## src/rtl/mem_access_ctrl.sv

```systemverilog
// ============================================================================
// Module      : mem_access_ctrl
// Description : Load/store unit bridging a pipeline to a req/gnt/rvalid memory port.
//               It aligns and extends load data and reports access faults.
// Revision    : 1.0 - initial release
// ============================================================================
`default_nettype none

module mem_access_ctrl #(
    parameter int TIMEOUT_CYCLES = 16
) (
    input  logic        clk,
    input  logic        reset_n,
    input  logic        req_valid,
    input  logic        req_store,
    input  logic [2:0]  req_type,
    input  logic [31:0] req_addr,
    input  logic [31:0] req_wdata,
    output logic        stall,
    output logic        resp_valid,
    output logic [31:0] resp_rdata,
    output logic        resp_fault,
    output logic        mem_req,
    output logic        mem_we,
    output logic [31:0] mem_addr,
    output logic [31:0] mem_wdata,
    output logic [3:0]  mem_be,
    input  logic        mem_gnt,
    input  logic        mem_rvalid,
    input  logic [31:0] mem_rdata
);

    localparam int c_cnt_w = $clog2(TIMEOUT_CYCLES + 1);

    localparam logic [2:0] c_mt_x  = 3'd0;
    localparam logic [2:0] c_mt_b  = 3'd1;
    localparam logic [2:0] c_mt_h  = 3'd2;
    localparam logic [2:0] c_mt_w  = 3'd3;
    localparam logic [2:0] c_mt_bu = 3'd4;
    localparam logic [2:0] c_mt_hu = 3'd5;

    typedef enum logic [2:0] {
        ST_IDLE  = 3'd0,
        ST_REQ   = 3'd1,
        ST_WAIT  = 3'd2,
        ST_RESP  = 3'd3,
        ST_FAULT = 3'd4
    } state_t;

    state_t               state_q, state_d;
    logic                 store_q, store_d;
    logic [2:0]           type_q, type_d;
    logic [31:0]          addr_q, addr_d;
    logic [c_cnt_w-1:0]   cnt_q, cnt_d;
    logic                 mem_req_q, mem_req_d;
    logic [3:0]           mem_be_q, mem_be_d;
    logic [31:0]          mem_wdata_q, mem_wdata_d;
    logic                 resp_valid_q, resp_valid_d;
    logic                 resp_fault_q, resp_fault_d;
    logic [31:0]          resp_rdata_q, resp_rdata_d;

    logic                 w_legal;
    logic                 w_misaligned;
    logic [31:0]          w_shifted;
    logic [31:0]          w_load_data;

    always_comb begin
        w_legal      = (req_type >= c_mt_b) && (req_type <= c_mt_hu);
        w_misaligned = (((req_type == c_mt_h) || (req_type == c_mt_hu)) && req_addr[0]) ||
                       ((req_type == c_mt_w) && (req_addr[1:0] != 2'b00));
    end

    // Lane 0 of the shifted word always holds the addressed byte/halfword.
    always_comb begin
        w_shifted = mem_rdata >> {addr_q[1:0], 3'b000};
        case (type_q)
            c_mt_b:  w_load_data = {{24{w_shifted[7]}}, w_shifted[7:0]};
            c_mt_bu: w_load_data = {24'd0, w_shifted[7:0]};
            c_mt_h:  w_load_data = {{16{w_shifted[15]}}, w_shifted[15:0]};
            c_mt_hu: w_load_data = {16'd0, w_shifted[15:0]};
            default: w_load_data = w_shifted;
        endcase
    end

    always_comb begin
        state_d      = state_q;
        store_d      = store_q;
        type_d       = type_q;
        addr_d       = addr_q;
        cnt_d        = cnt_q;
        mem_req_d    = 1'b0;
        mem_be_d     = mem_be_q;
        mem_wdata_d  = mem_wdata_q;
        resp_valid_d = 1'b0;
        resp_fault_d = 1'b0;
        resp_rdata_d = 32'd0;
        case (state_q)
            ST_IDLE: begin
                if (req_valid && (req_type != c_mt_x)) begin
                    if (!w_legal || w_misaligned) begin
                        state_d      = ST_FAULT;
                        resp_valid_d = 1'b1;
                        resp_fault_d = 1'b1;
                    end else begin
                        state_d   = ST_REQ;
                        mem_req_d = 1'b1;
                        store_d   = req_store;
                        type_d    = req_type;
                        addr_d    = req_addr;
                        case (req_type)
                            c_mt_b, c_mt_bu: begin
                                mem_be_d    = 4'b0001 << req_addr[1:0];
                                mem_wdata_d = {4{req_wdata[7:0]}};
                            end
                            c_mt_h, c_mt_hu: begin
                                mem_be_d    = 4'b0011 << {req_addr[1], 1'b0};
                                mem_wdata_d = {2{req_wdata[15:0]}};
                            end
                            default: begin
                                mem_be_d    = 4'b1111;
                                mem_wdata_d = req_wdata;
                            end
                        endcase
                    end
                end
            end
            ST_REQ: begin
                if (mem_gnt) begin
                    state_d = ST_WAIT;
                    cnt_d   = '0;
                end else begin
                    mem_req_d = 1'b1;
                end
            end
            ST_WAIT: begin
                if (mem_rvalid) begin
                    state_d      = ST_RESP;
                    resp_valid_d = 1'b1;
                    resp_rdata_d = store_q ? 32'd0 : w_load_data;
                end else if (cnt_q == c_cnt_w'(TIMEOUT_CYCLES - 1)) begin
                    state_d      = ST_FAULT;
                    resp_valid_d = 1'b1;
                    resp_fault_d = 1'b1;
                end else begin
                    cnt_d = cnt_q + 1'b1;
                end
            end
            default: state_d = ST_IDLE;
        endcase
    end

    always_ff @(posedge clk or negedge reset_n) begin
        if (!reset_n) begin
            state_q      <= ST_IDLE;
            store_q      <= 1'b0;
            type_q       <= 3'd0;
            addr_q       <= 32'd0;
            cnt_q        <= '0;
            mem_req_q    <= 1'b0;
            mem_be_q     <= 4'd0;
            mem_wdata_q  <= 32'd0;
            resp_valid_q <= 1'b0;
            resp_fault_q <= 1'b0;
            resp_rdata_q <= 32'd0;
        end else begin
            state_q      <= state_d;
            store_q      <= store_d;
            type_q       <= type_d;
            addr_q       <= addr_d;
            cnt_q        <= cnt_d;
            mem_req_q    <= mem_req_d;
            mem_be_q     <= mem_be_d;
            mem_wdata_q  <= mem_wdata_d;
            resp_valid_q <= resp_valid_d;
            resp_fault_q <= resp_fault_d;
            resp_rdata_q <= resp_rdata_d;
        end
    end

    // Stall is gated by reset so every output reads zero while reset is held.
    assign stall = reset_n &&
                   (((state_q == ST_IDLE) && req_valid && (req_type != c_mt_x)) ||
                    (state_q == ST_REQ) || (state_q == ST_WAIT));

    assign mem_req    = mem_req_q;
    assign mem_we     = store_q;
    assign mem_addr   = {addr_q[31:2], 2'b00};
    assign mem_be     = mem_be_q;
    assign mem_wdata  = mem_wdata_q;
    assign resp_valid = resp_valid_q;
    assign resp_fault = resp_fault_q;
    assign resp_rdata = resp_rdata_q;

endmodule

`default_nettype wire

```

## config.mk

```make
export PLATFORM = sky130hd
export DESIGN_NAME = mem_access_ctrl
export DESIGN_NICKNAME = d
export VERILOG_FILES = /design/src/rtl/mem_access_ctrl.sv
export SDC_FILE = /design/constraint.sdc
export NUM_CORES = 1
export LEC_CHECK = 0
export CAP_MARGIN = 20
export CORE_ASPECT_RATIO = 0.9
export CORE_UTILIZATION = 50
export DETAILED_ROUTE_END_ITERATION = 10
export DONT_BUFFER_PORTS = 1
export PLACE_DENSITY = 0.76
export SKIP_CTS_REPAIR_TIMING = 1
export SYNTH_ARGS = -nofsm -noshare
export SYNTH_HDL_FRONTEND = slang
export SYNTH_SLANG_ARGS = --single-unit
```

## constraint.sdc

```tcl
create_clock -name clk -period 3.75 [get_ports clk]
set_input_delay 0.1875 -clock clk [delete_from_list [all_inputs] [get_ports clk]]
set_output_delay 0.1875 -clock clk [all_outputs]
set_load 0.02 [all_outputs]
```

# Yosys cells after proc, flatten, opt, wreduce, memory -nomap -nowiden
# Cells that the tools add are included.
# word_totals
register_bits,115
out_inout_bits,105
elab_cells,84
# op_classes
n_addsub,1
order_cmp,2
n_eq_ne,17
shift,3
muxes,27
n_bitwise,1
reduce_logical,22
# op_table
operator,count
one-hot mux 32 bit (4 select lines),1
two-way mux 32 bit,3
one-hot mux 32 bit (2 select lines),1
right shift 32 x 5 -> 32 bit,1
two-way mux 3 bit,5
two-way mux 5 bit,3
"== test 3 x 2 -> 1 bit, second input constant",4
"== test 3 bit, second input constant",4
one-hot mux 5 bit (2 select lines),1
"== test 3 x 1 -> 1 bit, second input constant",3
one-hot mux 3 bit (3 select lines),1
two-way mux 1 bit,8
"!= test 2 bit, second input constant",4
one-hot mux 4 bit (2 select lines),1
logical AND 1 bit,7
one-hot mux 1 bit (2 select lines),3
AND reduction 3 bit,2
"adder 5 x 1 -> 5 bit, second input constant",1
"== test 5 x 4 -> 1 bit, second input constant",1
logical OR 1 bit,5
AND reduction 4 bit,1
nonzero test 2 bit,2
OR reduction 2 bit,2
"<< shifter 1 x 2 -> 4 bit, first input constant",1
other kinds (8),8

# Logic depth before layout (Yosys ltp)
# Gate-level depths: netlist of run 1.
# logic_depth
word_depth,8
depth_mapped,7
depth_no_buf,7

# Least setup slack after synthesis of run 1
# OpenSTA, ideal clock, no wires.
# synth_timing
kind,flip-flop to flip-flop
startpoint,register cnt_q[0]
endpoint,register cnt_q[3]
setup_time_ps,69
t_arrival_ps,2250
t_required_ps,3681
setup_slack_ps,1431
stages_incl_launch_ff,8
n_path_buf,0
period_less_slack_ps,2319
path_cell_list,dfrtp_1 ha_1 and3_1 ha_1 or4b_1 a21o_1 or4_1 nand3_1
# synth_between
elab_chain_cells,4
word_cells_on_any_way,7
cone_classes,1 x add/sub; 2 x eq/ne; 3 x mux; 1 x reduce/logical
# synth_rtl
element,line,text
"start, declared",54,"logic [c_cnt_w-1:0] cnt_q, cnt_d;"
"start signal, assigned",170,cnt_q <= cnt_d;
adder 5 x 1 -> 5 bit,145,cnt_d = cnt_q + 1'b1;
two-way mux 5 bit,140,end else if (cnt_q == c_cnt_w'(TIMEOUT_CYCLES - 1)) begin
two-way mux 5 bit,136,if (mem_rvalid) begin
one-hot mux 5 bit (2 select lines),97,case (state_q)
# Several ways; a longest one is shown, not always the timed one. The select of a mux whose other input is x is not followed.
# A chain may end at the register's enable or synchronous reset.

# Worst setup path in the final report of run 1
# Same ends and word-level chain as after synthesis.

==> results of run 1 <==
-- through the flow --
stage	power (mW)	hold slack (ns)
finish	6.189	-0.01193
global route	6.483	0.006916
CTS	6.123	-0.5533
detailed placement	4.188	-0.1059
global placement	4.101	-0.1059
floorplan	4.117	-0.1081
-- registers in the layout (all words and copies together) (netlist names), 3 cells and up --
register and flops:
addr_q 32, state_q 3, cnt_q 5, mem_be 4, resp_rdata 32, mem_wdata 32
type_q 3
-- layout make-up --
cell class / count / area [µm²] / area share
clock inverter: 13 / 254.0 / 0.03538
multi-input combinational: 317 / 2736 / 0.3812
timing repair buffer: 62 / 623.1 / 0.08681
tap: 156 / 195.2 / 0.02719
sequential: 115 / 2878 / 0.4009
clock buffer: 19 / 442.9 / 0.06170
inverter: 13 / 48.80 / 0.006798
-- cells in the final DEF (no fill, tap or decap), types with 2 or more instances in the layout --
cell / count
a211oi_1: 21
a21boi_0: 3
a21o_1: 2
a21oi_1: 23
a221oi_1: 5
a2bb2oi_1: 4
buf_4: 6
bufinv_16: 7
clkbuf_16: 17
clkinvlp_4: 4
conb_1: 2
dfrtp_1: 115
dlygate4sd3_1: 55
ha_1: 2
inv_1: 13
mux2_2: 20
mux2_4: 66
mux2i_1: 33
nand2_1: 20
nand2b_1: 5
nand3_1: 4
nand3b_1: 4
nor2_1: 38
nor2b_1: 15
nor3_1: 4
nor3b_1: 2
o21ai_0: 11
o21bai_1: 2
o221ai_1: 3
o2bb2ai_1: 7
or3_1: 3
xnor2_1: 3
-- worst paths after layout --
check	end	start	slack [ns]	depth (start not counted)
setup / recovery	cnt_q[3]	cnt_q[0]	1.30	7
hold / removal	state_q[0]	mem_gnt	-0.01	3
setup reg to reg	cnt_q[3]	cnt_q[0]	1.30	7
hold reg to reg	cnt_q[4]	cnt_q[4]	0.48	2
max in group asynchronous	addr_q[16]	reset_n	2.89	2
min in group asynchronous	resp_rdata[27]	reset_n	0.40	2
-- cell families (layout without fill, tap and decap cells) --
group           Yosys count  after routing  synth area share
flops                   115            115            0.4734
buf+inv                  75            107           0.07761
fa+ha+maj                 2              2          0.004116
compound gates           89             89            0.1002
xor+xnor                  4              4          0.005765
simple gates            100            100           0.08008
mux                     120            120            0.2581
other cells               1              2         0.0006169
-- tightest hold or removal path, cell delays in order --
cell     delay [ns]
o21ai_0        0.05
o21ai_0        0.07
nor3_1         0.05
-- routing by layer --
metal / global-route usage / wire length (µm) / vias up
li1: - / - / 1810
met1: 0.2413 / 5654 / 2016
met2: 0.3761 / 7235 / 190
met3: 0.1037 / 1352 / 26
met4: 0.07234 / 245 / 0
met5: 0 / 0 / -
-- where the power goes --
part / switching (mW) / internal (mW)
registers: 0.926 / 1.70
clock network: 0.578 / 1.33
logic: 0.726 / 0.925
==> results.md, run 1 <==
- Required time worst endpoint: 4.09 ns
- Dominant synthesized flop cell: dfrtp_1
- First-pass GRT wire length: 21.22 mm
- Clock Pin Slew Worst Setup and Hold Paths: 0.05 ns
- Post-synth top cells: dfrtp_1 (115), mux2_4 (66), nor2_1 (38), buf_4 (34), mux2i_1 (33)
- Worst Hold Class: primary input to flop
- Rows: 37
- CTS tree: built
- Syn-to-layout area delta: 18.09%
- Grt total ovfl: 0
- WP buf/inv: 0
- Core area: 0.01162 mm²
- Count leader, synth: dfrtp_1
- Post-route setup TNS: 0 ns
- Async S/R FF share, synth: 1.000
- Residual DRC: 0
- Drt initial violations: 263
- Slew Limit Fails: 0
- WHS: -0.01193 ns
- EDFF count, synth: 0
- Routability congestion estimate: 0.9514
- Finished Cell Area: 0.007178 mm²
- WL/cell: 20.84 µm
- Share of layout cells above drive strength 1: 0.2375
- Gate Count Post-Synth: 506
- Largest delay share family, worst path: simple AND/OR/NAND/NOR gates
- Initial antenna violation count: 0
- Setup crit end kind: flop
- Die Y: 106.6 µm
- I/O pin count: 210
- Number of distinct library cells after synthesis: 46
- Area share of the leading cell type in the synthesized netlist: 0.4734
- Slew headroom: 0.4619
- Cell Area, Placed: 0.005888 mm²
- Via Count: 4042
- DP HPWL: 9.314 mm
- RSZ-0062 raised after global routing: no
- Sequential-to-total area share from yosys stat: 0.4734
- Clk root buf: clkbuf_16
- Fillers: 908
- #FFs+latches synth: 115
- Pin count of the biggest net entering global routing: 117
- Power Density: 862.2 mW/mm²
- Clock net sink count: 115
- Setup WS pre-CTS: 1.310 ns
- Placed cells: 605
- Leak: 3.357 nW
- YS warnings: 0
- Fin util: 0.6177
- Crit path kind: flop to flop
- Setup ws final: 1.297 ns
- Mapped cell area: 0.006078 mm²
- First-pass DRT Iterations: 4
- All-layer global routing usage: 0.2200
- Worst EP arrival: 2.80 ns
- Layout Skew: 0.009933 ns
- Total Wirelength: 14.49 mm
- Max clock buf depth: 2
- Final cell count without fillers: 695
- CP peak stage delay: 0.51 ns
- Final period util: 0.6541
- Worst Path Max Fanout: 7
- Final setup violation count: 0
- I/O Buffers: 0
- VDD IR-drop max: 615.4 µV
- Max Cap Violations: 0
- Top cell type by total area after synthesis: dfrtp_1
- Starting Density: 0.5231
- ANT cells: 0
- Most frequent CP cell: ha_1
- TritonCTS buffer count: 17
- Largest cells by area after synthesis: dfrtp_1 (47%), mux2_4 (16%), mux2i_1 (5.4%)
- Worst-margin pin slew: 0.8042 ns
- Fin nets: 633
- Achievable Freq: 407.7 MHz
- Vias in the first global route: 3983
- Vias per cell: 5.816
- Post-route ant nets: 0
- Number of H-tree levels: 4
- Slowest cell on the critical path: or4b_1
- Count of final hold-check violations: 1
- Min Tclk post-route: 2.453 ns
- Worst-Skew Late Latency: 0.41 ns
- Cell breakdown of the critical path: ha_1 > and3_1 > ha_1 > or4b_1 > a21o_1 > or4_1 > nand3_1
- Worst Setup Start Kind: flop
- Synthesized area per cell: 12.01 µm²
- Violated checks: hold timing
- Status: finished, violations left
- Die area: 0.01260 mm²
- DIE WIDTH: 118.2 µm
Power figures use the tool's default switching activity.
==> run 2, diff against run 1 <==
- clock period: 3.75 -> 2.5 ns (I/O delays scaled with it)
==> run 2 against run 1 <==
- the run still ends with hold timing left
- non-clock buffer count rose by 13
- via count is 2.0% higher
- utilization increased by 0.25 points
- largest cell class unchanged
- largest power group unchanged
==> results.md, run 2 (synthesis gave the netlist of run 1 again) <==
- Status: finished, violations left
- Violated checks: hold timing
- WL/cell: 20.41 µm (-2.1%)
- Max Cap Violations: 0 (unchanged)
- Routability congestion estimate: 0.9488 (-0.27%)
- Required time worst endpoint: 2.83 ns (-1.26 ns)
- Clk root buf: clkbuf_16
- Die area: 0.01260 mm² (unchanged)
- Worst Hold Class: primary input to async pin
- Worst-margin pin slew: 1.032 ns (+0.2279 ns)
- Leak: 3.374 nW (+0.50%)
- Clock Pin Slew Worst Setup and Hold Paths: 0.05 ns (about the same)
- CTS tree: built
- Slew Limit Fails: 0 (unchanged)
- Syn-to-layout area delta: 18.57%
- Core area: 0.01162 mm² (unchanged)
- Number of H-tree levels: 4 (unchanged)
- Grt total ovfl: 0 (unchanged)
- All-layer global routing usage: 0.2217 (+0.001736)
- Count of final hold-check violations: 115 (+114)
- Power Density: 1228 mW/mm² (+42%)
- Worst Setup Start Kind: flop
- Final setup violation count: 0 (unchanged)
- Vias per cell: 5.822 (+0.11%)
- Layout Skew: 0.008450 ns (-0.001483 ns)
- Max clock buf depth: 2 (unchanged)
- Share of layout cells above drive strength 1: 0.2301 (-0.007404)
- I/O Buffers: 0 (unchanged)
- VDD IR-drop max: 780.9 µV (+27%)
- Slew headroom: 0.3069 (-0.1549)
- Worst EP arrival: 2.76 ns (-0.04 ns)
- Via Count: 4122 (+2.0%)
- Min Tclk post-route: 2.423 ns (-0.03003 ns)
- WHS: -0.5846 ns (-0.5726 ns)
- Post-route setup TNS: 0 ns (unchanged)
- ANT cells: 0 (unchanged)
- Achievable Freq: 412.7 MHz (+1.2%)
- Post-route ant nets: 0 (unchanged)
- Worst-Skew Late Latency: 0.40 ns (about the same)
- Total Wirelength: 14.45 mm (-0.28%)
- TritonCTS buffer count: 17 (unchanged)
- Drt initial violations: 229 (-13%)
- Residual DRC: 0 (unchanged)
- I/O pin count: 210 (unchanged)
- Fin nets: 646 (+2.1%)
- Die Y: 106.6 µm (unchanged)
- Pin count of the biggest net entering global routing: 117 (unchanged)
- Clock net sink count: 115 (unchanged)
- First-pass DRT Iterations: 4 (unchanged)
- Commonest non-fill, non-tap cell in the layout: dfrtp_1
- RSZ-0062 raised after global routing: no
- DP HPWL: 9.381 mm (+0.73%)
- Starting Density: 0.5231 (unchanged)
- DIE WIDTH: 118.2 µm (unchanged)
- Final period util: 0.9692 (+0.3151)
- Rows: 37 (unchanged)
- Crit path kind: flop to flop
- First-pass GRT wire length: 21.44 mm (+1.0%)
- Worst Path Max Fanout: 5 (-2)
- Setup crit end kind: flop
- Most frequent cells in the layout: dfrtp_1 (115), dlygate4sd3_1 (67), mux2_4 (66), nor2_1 (38), mux2i_1 (33)
- Vias in the first global route: 3965 (-0.45%)
- Initial antenna violation count: 0 (unchanged)
[run 2: cell count changes in the layout (fill, tap and decap cells not counted), sizes merged]
cell / change
dlygate4sd3: +12
bufinv: -4
clkbuf: +4
clkinv: +2
buf: +1
clkinvlp: -1
inv: -1
[run 2: area by class of cell]
type	instances	area (µm²)
Clock inverter	9	127.6
Clock buffer	23	478.0
Timing Repair Buffer	75	743.2
Inverter	13	48.80
Tap cell	156	195.2
Multi-Input combinational cell	317	2736
Sequential cell	115	2878
Fill cell	893	4413
[run 2: path summary, 6_finish.rpt]
path / startpoint / endpoint / slack (ns) / cells after the start
setup / recovery: cnt_q[0] / cnt_q[3] / 0.08 / 7
hold / removal: reset_n / addr_q[5] / -0.58 / 0
setup reg to reg: cnt_q[0] / cnt_q[3] / 0.08 / 7
hold reg to reg: cnt_q[4] / cnt_q[4] / 0.49 / 2
max in group asynchronous: reset_n / resp_rdata[9] / 2.88 / 0
min in group clk: mem_rdata[27] / resp_rdata[11] / 0 / 3
[run 2: worst max-delay path: stages, from the launching register on]
cell     delay, ns
dfrtp_1       0.41
ha_1          0.24
and3_1        0.19
ha_1          0.23
or4b_1        0.51
a21o_1        0.20
or4_1         0.48
nand3_1       0.09
[run 2: routing by layer]
metal | vias up | track usage | share of wire
met1 | 2063 | 0.2531 | 0.39
met3 | 20 | 0.09149 | 0.091
met4 | 0 | 0.08700 | 0.014
met2 | 201 | 0.3710 | 0.50
li1 | 1838 | - | -
met5 | - | 0 | 0
[run 2: through the flow]
step                utilization  setup slack, ns  total power, mW  std cells  instance area (µm²)
floorplan                     -           0.1806            6.175        507                 6082
global placement         0.5097           0.1853            6.177        608                 5923
detailed placement       0.5097          0.09651            6.288        608                 5923
CTS                      0.5619          0.07912            8.793        640                 6529
global route             0.6202       0.00007239            9.303        708                 7207
finish                   0.6202          0.07703            8.849        708                 7207
[run 2: report_power, final]
part	internal, mW	total [mW]	switching (mW)
Combinational	1.40	2.43	1.03
Clock	1.64	2.46	0.824
Sequential	2.56	3.96	1.40
Total	5.60	8.85	3.25
==> run 3, diff against run 2 <==
- PLACE_DENSITY: 0.76 -> 0.79
- clock period: 2.5 -> 2.1 ns (I/O delays scaled with it)
==> run 3 against run 2 <==
- the flow finishes with violations (hold timing, setup timing)
- sequential power up 18%
- worst hold slack worse by 0.015 ns
- non-clock buffer count up 14
- die area unchanged
- wire length down 0.63%
==> results.md, run 3 (synthesis gave the netlist of run 1 again) <==
- Status: finished, violations left
- Violated checks: hold timing, setup timing
- Vias per cell: 5.705 (-2.0%)
- Final period util: 1.035 (+0.06540)
- Core area: 0.01162 mm² (unchanged)
- Most frequent cells in the layout: dfrtp_1 (115), dlygate4sd3_1 (70), mux2_4 (66), nor2_1 (38), mux2i_1 (33)
- Slew Limit Fails: 0 (unchanged)
- Max Cap Violations: 0 (unchanged)
- Post-route ant nets: 0 (unchanged)
- Die Y: 106.6 µm (unchanged)
- Drt initial violations: 264 (+15%)
- DIE WIDTH: 118.2 µm (unchanged)
- Setup WS pre-CTS: -0.04860 ns (-0.1451 ns)
- Clock share of power: 0.273 (-0.005)
- Seq pwr share: 0.440 (-0.007)
- Worst Hold Class: primary input to async pin
- Achievable Freq: 460.3 MHz (+12%)
- Count of final hold-check violations: 116 (+0.87%)
- First-pass DRT Iterations: 5 (+1)
- Routability congestion estimate: 0.8154 (-14%)
- I/O pin count: 210 (unchanged)
- R2r worst-path depth: 7 (unchanged)
- CP startpoint: cnt_q[0]
- WL/cell: 19.88 µm (-2.6%)
- Via Count: 4119 (-0.073%)
- Crit path kind: flop to flop
- Slew headroom: 0.5705 (+0.2636)
- Clk root buf: clkbuf_16
- Initial antenna violation count: 0 (unchanged)
- Required time worst endpoint: 2.44 ns (-0.39 ns)
- First-pass GRT wire length: 20.69 mm (-3.5%)
- Rows: 37 (unchanged)
- Placed cells: 616 (+1.3%)
- Worst flop-to-flop path startpoint: cnt_q[0]
- Worst-Skew Late Latency: 0.40 ns (about the same)
- Reg2reg setup slack: -0.07 ns (-0.15 ns)
- Worst EP arrival: 2.51 ns (-0.25 ns)
- Worst Path Max Fanout: 2 (-3)
- Comb pwr share: 0.286 (+0.012)
- VDD IR-drop max: 671.0 µV (-14%)
- Fin nets: 660 (+2.2%)
- Syn-to-layout area delta: 21.02%
- Pin count of the biggest net entering global routing: 117 (unchanged)
- Final cell count without fillers: 722 (+2.0%)
- Grt total ovfl: 0 (unchanged)
- All-layer global routing usage: 0.2123 (-0.009452)
- Sw frac: 0.3660 (-0.001093)
- Final setup violation count: 2 (+2)
- Setup ws final: -0.07264 ns (-0.1497 ns)
- Share of layout cells above drive strength 1: 0.2544 (+0.02434)
- RSZ-0062 raised after global routing: yes
- Power Internal: 6.759 mW (+21%)
- Leak: 3.451 nW (+2.3%)
- Final total power: 10.66 mW (+20%)
- Starting Density: 0.5231 (unchanged)
- Layout Skew: 0.008003 ns (-0.0004472 ns)
- FF-to-FF End: cnt_q[3]
- ANT cells: 0 (unchanged)
- Worst Setup EP: cnt_q[3]
- Total Wirelength: 14.36 mm (-0.63%)
- Max clock buf depth: 2 (unchanged)
- Worst Setup Start Kind: flop
- Setup crit end kind: flop
- Number of H-tree levels: 4 (unchanged)
- Commonest non-fill, non-tap cell in the layout: dfrtp_1
- Die area: 0.01260 mm² (unchanged)
- TritonCTS buffer count: 17 (unchanged)
- Clock net sink count: 115 (unchanged)
- WHS: -0.5998 ns (-0.01526 ns)
- I/O Buffers: 0 (unchanged)
- CTS tree: built
- Vias in the first global route: 3854 (-2.8%)
- Power Density: 1449 mW/mm² (+18%)
- Worst-margin pin slew: 0.6419 ns (-0.3903 ns)
- Clock Pin Slew Worst Setup and Hold Paths: 0.06 ns (about the same)
- Min Tclk post-route: 2.173 ns (-0.2503 ns)
- Switch Pwr: 3.901 mW (+20%)
- Residual DRC: 0 (unchanged)
- DP HPWL: 9.255 mm (-1.3%)
-- run 3: metrics by stage --
step	utilization	cell area, µm²	setup TNS (ns)	hold slack (ns)
after floorplan	-	6102	0	-0.1906
after global placement	0.5160	5996	0	-0.1860
after detailed placement	0.5166	6003	-0.08567	-0.1862
after CTS	0.5688	6609	-0.09506	-0.6212
after global routing	0.6330	7356	-0.2005	-0.6226
final	0.6330	7356	-0.1092	-0.5998
-- run 3: area by class of cell --
cell class              instances  area, µm²
fillers                       841       4264
flip-flops and latches        115       2878
multi-input cells             317       2769
repair buffers                 89      859.6
clock buffers                  23      478.0
well taps                     156      195.2
clock inverters                 9      127.6
inverters                      13      48.80
-- run 3: critical path, stage by stage (launching register included) --
cell     delay, ns
dfrtp_1       0.39
ha_2          0.19
and3_4        0.18
ha_4          0.15
or4b_4        0.47
a21o_1        0.21
or4_4         0.42
nand3_2       0.08
-- run 3: how the worst min path moves through the flow --
stage	start	to	cells after the start
after global placement	reset_n	resp_fault	0
after detailed placement	reset_n	resp_valid	0
after global routing	reset_n	mem_wdata[11]	0
after CTS	reset_n	mem_wdata[13]	0
final	reset_n	mem_wdata[11]	0
after floorplan	reset_n	addr_q[0]	0
-- run 3: metal layers --
metal,GRT usage,part of all wire,wire length (µm),up-vias
met3,0.07872,0.083,1190,13
met5,0,0,0,-
met2,0.3416,0.50,7136,218
met1,0.2598,0.41,5861,2020
met4,0.08242,0.012,167,0
li1,-,-,-,1868
-- run 3: power groups by stage --
stage | Sequential [mW] | Combinational [mW] | Clock [mW]
2_1_floorplan | 4.03 | 3.33 | 0
3_3_place_gp | 4.66 | 2.72 | 0
3_5_place_dp | 4.71 | 2.85 | 0
4_1_cts | 4.69 | 2.87 | 2.97
5_1_grt | 4.78 | 3.31 | 3.07
6_report | 4.69 | 3.05 | 2.91
